$ cat src/rtl/serial_adder.sv
// serial_adder: bit-serial adder/subtractor, one bit per clock LSB first,
// with valid/ready handshakes on operands and result.
module serial_adder #(
    parameter int WIDTH = 8
) (
    input  logic             clk,
    input  logic             rst_n,
    input  logic             in_valid,
    output logic             in_ready,
    input  logic [WIDTH-1:0] a,
    input  logic [WIDTH-1:0] b,
    input  logic             ci,
    input  logic             sub,
    output logic             out_valid,
    input  logic             out_ready,
    output logic [WIDTH-1:0] sum,
    output logic             carry,
    output logic             overflow
);
    localparam int CNT_W = $clog2(WIDTH + 1);

    typedef enum logic [1:0] {IDLE, RUN, DONE} state_t;

    state_t           state, state_nx;
    logic [WIDTH-1:0] opa_sr, opb_sr, res_sr, res_nx;
    logic [CNT_W-1:0] cnt;
    logic             cf, cf_nx, bit_s, last;

    always_comb begin
        bit_s    = opa_sr[0] ^ opb_sr[0] ^ cf;
        cf_nx    = (opa_sr[0] & opb_sr[0]) | (opa_sr[0] & cf) | (opb_sr[0] & cf);
        res_nx   = res_sr >> 1;
        res_nx[WIDTH-1] = bit_s;
        last     = cnt == CNT_W'(WIDTH - 1);
        state_nx = state == IDLE ? (in_valid ? RUN : IDLE) :
                   state == RUN  ? (last ? DONE : RUN) :
                                   (out_ready ? IDLE : DONE);
    end

    assign in_ready  = state == IDLE;
    assign out_valid = state == DONE;

    always_ff @(posedge clk or negedge rst_n) begin
        if (!rst_n) begin
            state    <= IDLE;
            opa_sr   <= '0;
            opb_sr   <= '0;
            res_sr   <= '0;
            cf       <= 1'b0;
            cnt      <= '0;
            sum      <= '0;
            carry    <= 1'b0;
            overflow <= 1'b0;
        end else begin
            state <= state_nx;
            if (state == IDLE && in_valid) begin
                opa_sr <= a;
                opb_sr <= sub ? ~b : b;
                cf     <= sub | ci;
                cnt    <= '0;
            end else if (state == RUN) begin
                opa_sr <= opa_sr >> 1;
                opb_sr <= opb_sr >> 1;
                res_sr <= res_nx;
                cf     <= cf_nx;
                cnt    <= last ? cnt : cnt + CNT_W'(1);
                // old cf is the carry into the MSB on the final bit
                if (last) begin
                    sum      <= res_nx;
                    carry    <= cf_nx;
                    overflow <= cf ^ cf_nx;
                end
            end
        end
    end
endmodule

$ cat config.mk
export PLATFORM = sky130hd
export DESIGN_NAME = serial_adder
export DESIGN_NICKNAME = d
export VERILOG_FILES = /design/src/rtl/serial_adder.sv
export SDC_FILE = /design/constraint.sdc
export NUM_CORES = 1
export LEC_CHECK = 0
export CELL_PAD_IN_SITES_DETAIL_PLACEMENT = 2
export CELL_PAD_IN_SITES_GLOBAL_PLACEMENT = 2
export CORE_MARGIN = 4
export CORE_UTILIZATION = 33
export DETAILED_ROUTE_END_ITERATION = 16
export PLACE_DENSITY_LB_ADDON = 0.1
export REMOVE_ABC_BUFFERS = 1
export SETUP_SLACK_MARGIN = 0.4
export SLEW_MARGIN = 20
export SYNTH_ARGS = -nofsm -noshare
export SYNTH_HDL_FRONTEND = slang
export SYNTH_SLANG_ARGS = --single-unit
$ cat constraint.sdc
create_clock -name clk -period 1.7 [get_ports clk]
set_input_delay 0.34 -clock clk [delete_from_list [all_inputs] [get_ports clk]]
set_output_delay 0.34 -clock clk [all_outputs]
set_load 0.1 [all_outputs]
==> results.txt <==
Depth of the worst register-to-register path - 4
Sink Count - 40
Initial antenna violation count - 0
Power consumption - 6.84 mW
Max Cap Viol - 0
Global route total overflow - 0
GRT Total Usage - 17.9%
Max Slew Vio Count - 0
RSZ-0062 raised after global routing - true
Worst Hold Class - in -> async
Routability-driven placement congestion ratio - 0.728
Hold Vio Cnt, Final - 0
Pleak - 1.40 nW
Status - complete, no violations
Core Area - 0.00561 mm²
First-pass GRT wire length - 10.0 mm
H-tree depth - 2
CTS buffer count - 5
Vias in the first global route - 1,812
Final Cell Area - 0.00306 mm²
Wirelength per Cell - 22.9 µm
Clock Path Buffers - 2
Fmax - 0.649 GHz
Worst path max stage delay - 420 ps
CTS tree - yes
Chip height - 84.8 µm
Placed cell area - 0.00250 mm²
Via count - 1,605
Endpoints failing setup - 0
DR pass1 iterations - 4
Headroom to the max-slew limit - 78.1%
FP Rows - 27
FF+latch count, synth - 40
Starting DRT DRC Count - 94
Critical Path AT - 1200 ps
Tmin final - 1540 ps
Detailed Route WL - 7.13 mm
Worst-margin pin slew - 327 ps
Most frequent cells in the layout - dfrtp_1, nand2_1, clkdlybuf4s50_1
Final clock skew - 11.4 ps
Die ar. - 0.00718 mm²
Initial Utilization - 34.7%
Antenna viol nets, final - 0
Root buf cell - clkbuf_8
Die X - 84.8 µm
Cell variety after synth - 31
Synth warnings - 0
Element type at the critical path end - primary output
Master of the slowest instance on the critical path - dfrtp_2
Clock Latency Late Sink - 300 ps
Layout area overhead - 57.3%
Total I/O pin count - 34
Post-Syn Instances - 180
Fillers - 537
Vias per cell - 5.14
CP Cell Sequence - inv_1 > nor2_4 > buf_12
Largest net degree at the start of global routing - 41
Average cell area after synthesis - 10.8 µm²
Hpwl dp - 3.61 mm
Post-route clock period utilization - 90.7%
Startpoint Class - register
Power per cell area - 2240 mW/mm²
CP Max Fanout - 3
Synthesized cell area - 0.00194 mm²
Layout cells sized above 1 - 38.8%
# hold bufs at CTS - 0
Commonest non-fill, non-tap cell in the layout - dfrtp_1
Maximum VDD drop - 1.10 mV
Drc violations - 0
Final #Nets - 263
CTS clock-pin slew for the worst setup and hold paths - 100 ps
Antenna cells - 0
Seq/Total Area, Yosys - 51.5%
Kind of critical path - reg -> out
Required time worst endpoint - 1360 ps
Buffers on Ports - 33
kinds of logic (layout without fill, tap and decap cells):
| kind of cell | Yosys count | in the layout | share of synthesized area (%) |
|---|---|---|---|
| buffers and inverters | 14 | 73 | 4.38 |
| AND/OR/NAND/NOR | 61 | 62 | 15.6 |
| AO/OA/AOI/OAI | 35 | 35 | 10.4 |
| XOR/XNOR | 9 | 9 | 4.05 |
| adder cells (fa/ha/maj) | 2 | 2 | 1.67 |
| multiplexers | 19 | 19 | 12.4 |
| flip-flops | 40 | 40 | 51.5 |
stage by stage:
| stage | worst slack (ps) | util (%) | hold WS [ps] | setup TNS, ps | std cells |
|---|---|---|---|---|---|
| 3_3_place_gp | 103 | 44.7 | 326 | 0 | 285 |
| 5_1_grt | 134 | 54.5 | 15.7 | 0 | 312 |
| 2_1_floorplan | -579 | - | 44.4 | -1140 | 168 |
| 4_1_cts | 186 | 50.5 | 8.45 | 0 | 306 |
| 6_report | 158 | 54.5 | 2.17 | 0 | 312 |
| 3_5_place_dp | 34.4 | 44.7 | 332 | 0 | 285 |
what timing repair did:
item | 4_1_cts | 5_1_grt
setup endpoints to repair | 31 | 39
buffers inserted | 11 | 5
pin swaps | 5 | 7
cloned | 2 | 1
resized for setup | 26 | 47
cell usage after synthesis (all sizes together):
cell type,number,area (µm²)
a21o,1,7.51
a21oi,7,35.0
a22oi,7,52.6
and2,1,6.26
and3,1,11.3
and4,1,8.76
buf,7,58.8
clkbuf,5,18.8
dfrtp,40,1000
fa,1,20.0
ha,1,12.5
inv,2,7.51
mux2,11,161
mux2i,8,80.1
nand2,34,128
nand2b,3,18.8
nand3,4,20.0
nor2,4,15.0
nor2b,10,70.1
nor3,1,5.00
nor3b,1,12.5
o21ai,17,85.1
o21bai,1,7.51
o22ai,1,6.26
o2bb2ai,1,8.76
or4,1,7.51
xor2,9,78.8
critical path, delay by kind of cell (launching register included):
| kind | cells | cell delay [ps] |
|---|---|---|
| DFF | 1 | 420 |
| buffers and inverters | 2 | 320 |
| and+or+nand+nor | 1 | 160 |
power by group:
part / total, mW / leakage [nW] / switching (mW) / internal, mW
combinational: 4.12 / 0.826 / 2.25 / 1.87
clock: 0.867 / 0.0614 / 0.385 / 0.481
sequential: 1.85 / 0.511 / 0.471 / 1.38
total: 6.84 / 1.40 / 3.11 / 3.73
sequential cells by signal, indices dropped and copies added, names as in the netlist, 2 cells and up:
register	flops
opb_sr	8
cnt	4
sum	8
state	2
res_sr	7
opa_sr	8
path summary, 6_finish.rpt:
check / start / to / slack, ps
hold / removal: rst_n / carry / 2
setup reg to reg: state[1] / sum[0] / 190
setup / recovery: state[1] / out_valid / 160
hold reg to reg: opa_sr[2] / opa_sr[2] / 520
max in group asynchronous: rst_n / state[1] / 1480
min in group clk: opa_sr[2] / opa_sr[2] / 520
routing by layer:
| metal | track usage, % | vias to the layer above | part of all wire, % | wire, µm |
|---|---|---|---|---|
| met5 | 0 | - | 0 | 0 |
| met4 | 4.03 | 0 | 1.8 | 131 |
| met3 | 3.63 | 11 | 3.0 | 213 |
| met2 | 32.1 | 39 | 53 | 3780 |
| met1 | 22.1 | 824 | 42 | 3010 |
| li1 | - | 731 | - | - |
cell type report:
type | count | area (µm²) | share of cell area, %
Clock buffer | 6 | 82.6 | 2.70
Clock inverter | 2 | 38.8 | 1.27
Inverter | 2 | 7.51 | 0.245
Multi-Input combinational cell | 127 | 1050 | 34.3
Sequential cell | 40 | 1000 | 32.8
Tap cell | 72 | 90.1 | 2.95
Timing Repair Buffer | 63 | 787 | 25.7
Note: power is estimated with default switching activity, not from simulation.
==> RTL edit 1, RTL diff (same flow settings) <==
Set the parameter `WIDTH` to 16 (it was 8).
--- a/src/rtl/serial_adder.sv
+++ b/src/rtl/serial_adder.sv
@@ -3,3 +3,3 @@
 module serial_adder #(
-    parameter int WIDTH = 8
+    parameter int WIDTH = 16
 ) (
Ports: changed (resized a, b and sum); port bits go from 34 to 58. No check against the original RTL was run, so the function may have changed too.
==> RTL edit 1 against the unedited design <==
The run now ends with setup timing left. Total power rose by 91%. Sequential cell count up 33. Synthesized area increased by 74%. Setup slack worse by 310 ps. Design area is 97% higher. Routed wire length grew to 2.6 times the old value. Worst hold slack better by 450 ps. Non-clock buffer count increased by 72. Clock power up 97%. Via count is 100% higher. Largest power group unchanged.
==> RTL edit 1: results (changes against the unedited design) <==
| Metric | Value |
|---|---|
| Status | `finished, violations left (was completed)` |
| Violations in the final reports | `setup timing` |
| Cell area after layout | `6020 µm² (was 3060 µm²)` |
| Normalized max-slew margin | `68.5% (was 78.1%)` |
| Endpoints failing setup | `25 (was 0)` |
| Per-cell routed wire length | `32.1 µm (was 22.9 µm)` |
| Vias in the first global route | `3506 (was 1812)` |
| Total GRT Usage | `24.4% (was 17.9%)` |
| Final-layout clock buffer total | `10 (was 6)` |
| Met2 wire length | `9600 µm (was 3780 µm)` |
| Pin count of the biggest net entering global routing | `45 (was 41)` |
| Flip-flop and latch share of the layout cell area | `30.4% (was 32.8%)` |
| Portion of total power attributed to combinational logic | `59.9% (was 60.3%)` |
| Adder-cell share of the synthesized area | `1.33% (was 1.67%)` |
| Average footprint of a synthesized cell | `10.3 µm² (was 10.8 µm²)` |
| Share of the synthesized area in compound gates (AO/OA/AOI/OAI) | `15.1% (was 10.4%)` |
| Leakage power total | `2.77 nW (was 1.40 nW)` |
| Proportion of synthesized area in mux cells | `5.65% (was 12.4%)` |
| Met1 global-route usage | `29.1% (was 22.1%)` |
| Register area share after synthesis | `53.9% (was 51.5%)` |
| Number of buffers inserted during clock tree synthesis | `9 (was 5)` |
| # placed instances | `517 (was 285)` |
| Insertion delay of the later-clocked pin in the worst-skew pair | `390 ps (was 300 ps)` |
| Destination of the worst register-to-register timing path | `sum[9] (was sum[0])` |
| Proportion of cell area occupied by multi-input gates | `32.8% (was 34.3%)` |
| Worst Hold Slack | `452 ps (was 2.17 ps)` |
| Final TNS setup | `-2790 ps (was 0 ps)` |
| Final setup margin | `-148 ps (was 158 ps)` |
| Cell types with the largest area share after synthesis | `sky130_fd_sc_hd__dfrtp_1 54%, sky130_fd_sc_hd__nand2_1 7.8%, sky130_fd_sc_hd__a22oi_1 7.1% (was sky130_fd_sc_hd__dfrtp_1 51%, sky130_fd_sc_hd__mux2_4 7.7%, sky130_fd_sc_hd__nand2_1 6.6%)` |
| Synth cell count leaders | `73 x sky130_fd_sc_hd__dfrtp_1, 70 x sky130_fd_sc_hd__nand2_1, 32 x sky130_fd_sc_hd__a22oi_1, 18 x sky130_fd_sc_hd__o21ai_0, 17 x sky130_fd_sc_hd__mux2_2 (was 40 x sky130_fd_sc_hd__dfrtp_1, 34 x sky130_fd_sc_hd__nand2_1, 17 x sky130_fd_sc_hd__o21ai_0, 10 x sky130_fd_sc_hd__mux2_4)` |
| Filler cell count in the final layout | `880 (was 537)` |
| Count of state elements after synthesis | `73 (was 40)` |
RTL edit 1: cell types whose count changed after synthesis, moves of 3 or more:
| cell | before | now |
|---|---|---|
| sky130_fd_sc_hd__nand2_1 | 34 | 70 |
| sky130_fd_sc_hd__dfrtp_1 | 40 | 73 |
| sky130_fd_sc_hd__a22oi_1 | 7 | 32 |
| sky130_fd_sc_hd__mux2_2 | 1 | 17 |
| sky130_fd_sc_hd__buf_2 | 2 | 14 |
| sky130_fd_sc_hd__mux2_4 | 10 | 0 |
| sky130_fd_sc_hd__a21oi_1 | 7 | 16 |
| sky130_fd_sc_hd__mux2i_1 | 8 | 0 |
| sky130_fd_sc_hd__a31oi_1 | 0 | 6 |
| sky130_fd_sc_hd__and2b_1 | 0 | 6 |
| sky130_fd_sc_hd__nor2_1 | 4 | 10 |
| sky130_fd_sc_hd__xor2_1 | 9 | 15 |
| sky130_fd_sc_hd__xnor2_1 | 0 | 3 |
==> RTL edit 2, RTL diff (same settings) <==
Without the edit above. Encoding of `state_t`: now one-hot (3 bits for 3 states).
--- a/src/rtl/serial_adder.sv
+++ b/src/rtl/serial_adder.sv
@@ -21,3 +21,3 @@
 
-    typedef enum logic [1:0] {IDLE, RUN, DONE} state_t;
+    typedef enum logic [2:0] {IDLE = 3'b001, RUN = 3'b010, DONE = 3'b100} state_t;
 
Function: no difference found for any inputs over 10 cycles, from zero or initial values and one cycle with rst_n low; not proved beyond that.
==> RTL edit 2 against the unedited design <==
Setup slack got worse by 130 ps. Critical path type unchanged. Count of clock-buffer cells in the layout decreased by 1. Non-clock buffer count unchanged. Total power decreased by 35%. Synthesized area decreased by 3.2%. Sequential cell count increased by 1. Largest cell class is now flip-flops and latches. Routed wire length decreased by 9.2%. Largest power group unchanged. Design area decreased by 1.8%. Worst hold slack improved by 490 ps.
==> RTL edit 2: results (changes against the unedited design) <==
| Metric | Value |
|---|---|
| Critical Path Sink | `in_ready (was out_valid)` |
| Data arrival time of the critical path | `1330 ps (was 1200 ps)` |
| Via count | `1567 (was 1605)` |
| Total number of clock tree sinks | `41 (was 40)` |
| Status | `completed (unchanged)` |
| Slack of the worst reg-to-reg path | `50 ps (was 190 ps)` |
| Vias in the first global route | `1802 (was 1812)` |
| Pin count of the biggest net entering global routing | `21 (was 41)` |
| Sw Share | `40.1% (was 45.4%)` |
| Wire length of the first global-routing pass | `9700 µm (was 10000 µm)` |
| Worst reg2reg path startpoint | `state[0] (was state[1])` |
| Met1 global-route usage | `20.0% (was 22.1%)` |
| Comb pwr | `2.20 mW (was 4.12 mW)` |
| Worst setup skew after layout | `8.82 ps (was 11.4 ps)` |
| DP Area | `2460 µm² (was 2500 µm²)` |
| Total GRT Usage | `17.5% (was 17.9%)` |
| Max VDD drop | `0.881 mV (was 1.10 mV)` |
| Share of the synthesized area in compound gates (AO/OA/AOI/OAI) | `14.6% (was 10.4%)` |
| Per-cell routed wire length | `21.8 µm (was 22.9 µm)` |
| Met2 wire length | `3570 µm (was 3780 µm)` |
| Nets@finish | `248 (was 263)` |
| Hpwl dp | `3420 µm (was 3610 µm)` |
| Sum of routed wire segments on met1 | `2510 µm (was 3010 µm)` |
| Leakage power total | `1.38 nW (was 1.40 nW)` |
| Multi-input gate count | `112 (was 127)` |
| Unique masters post-synth | `39 (was 31)` |
| Synth cell count leaders | `40 x sky130_fd_sc_hd__dfrtp_1, 23 x sky130_fd_sc_hd__nand2_1, 12 x sky130_fd_sc_hd__nor2_1, 9 x sky130_fd_sc_hd__a22o_1, 9 x sky130_fd_sc_hd__mux2_1 (was 40 x sky130_fd_sc_hd__dfrtp_1, 34 x sky130_fd_sc_hd__nand2_1, 17 x sky130_fd_sc_hd__o21ai_0, 10 x sky130_fd_sc_hd__mux2_4)` |
| CP peak stage delay | `620 ps (was 420 ps)` |
-- RTL edit 2: cell types whose count changed after synthesis, sizes merged, moves of 8 or more --
cell / change
xnor2: +8
nor2: +10
nand2: -11
o21ai: -14
a22o: +9
a221o: +8
xor2: -8
nor2b: -10
-- RTL edit 2: what timing repair did --
action,4_1_cts,5_1_grt
buffers inserted,14,2
resized for setup,30,29
pin swaps,8,18
gates cloned,5,0
setup endpoints to repair,42,42
hold endpoints to repair,5,0
hold buffers,1,0
-- RTL edit 2: per-stage QoR --
step                utilization [%]  TNS [ps]  std cells  hold WS, ps  setup slack (ps)
global placement               44.8         0        267          307              22.4
global route                   54.5     -14.4        297          525             -14.4
CTS                            52.5         0        295          491              45.5
floorplan                         -     -7100        151         44.4             -1320
finish                         54.5         0        297          491              30.9
detailed placement             44.8      -273        267          311             -43.9
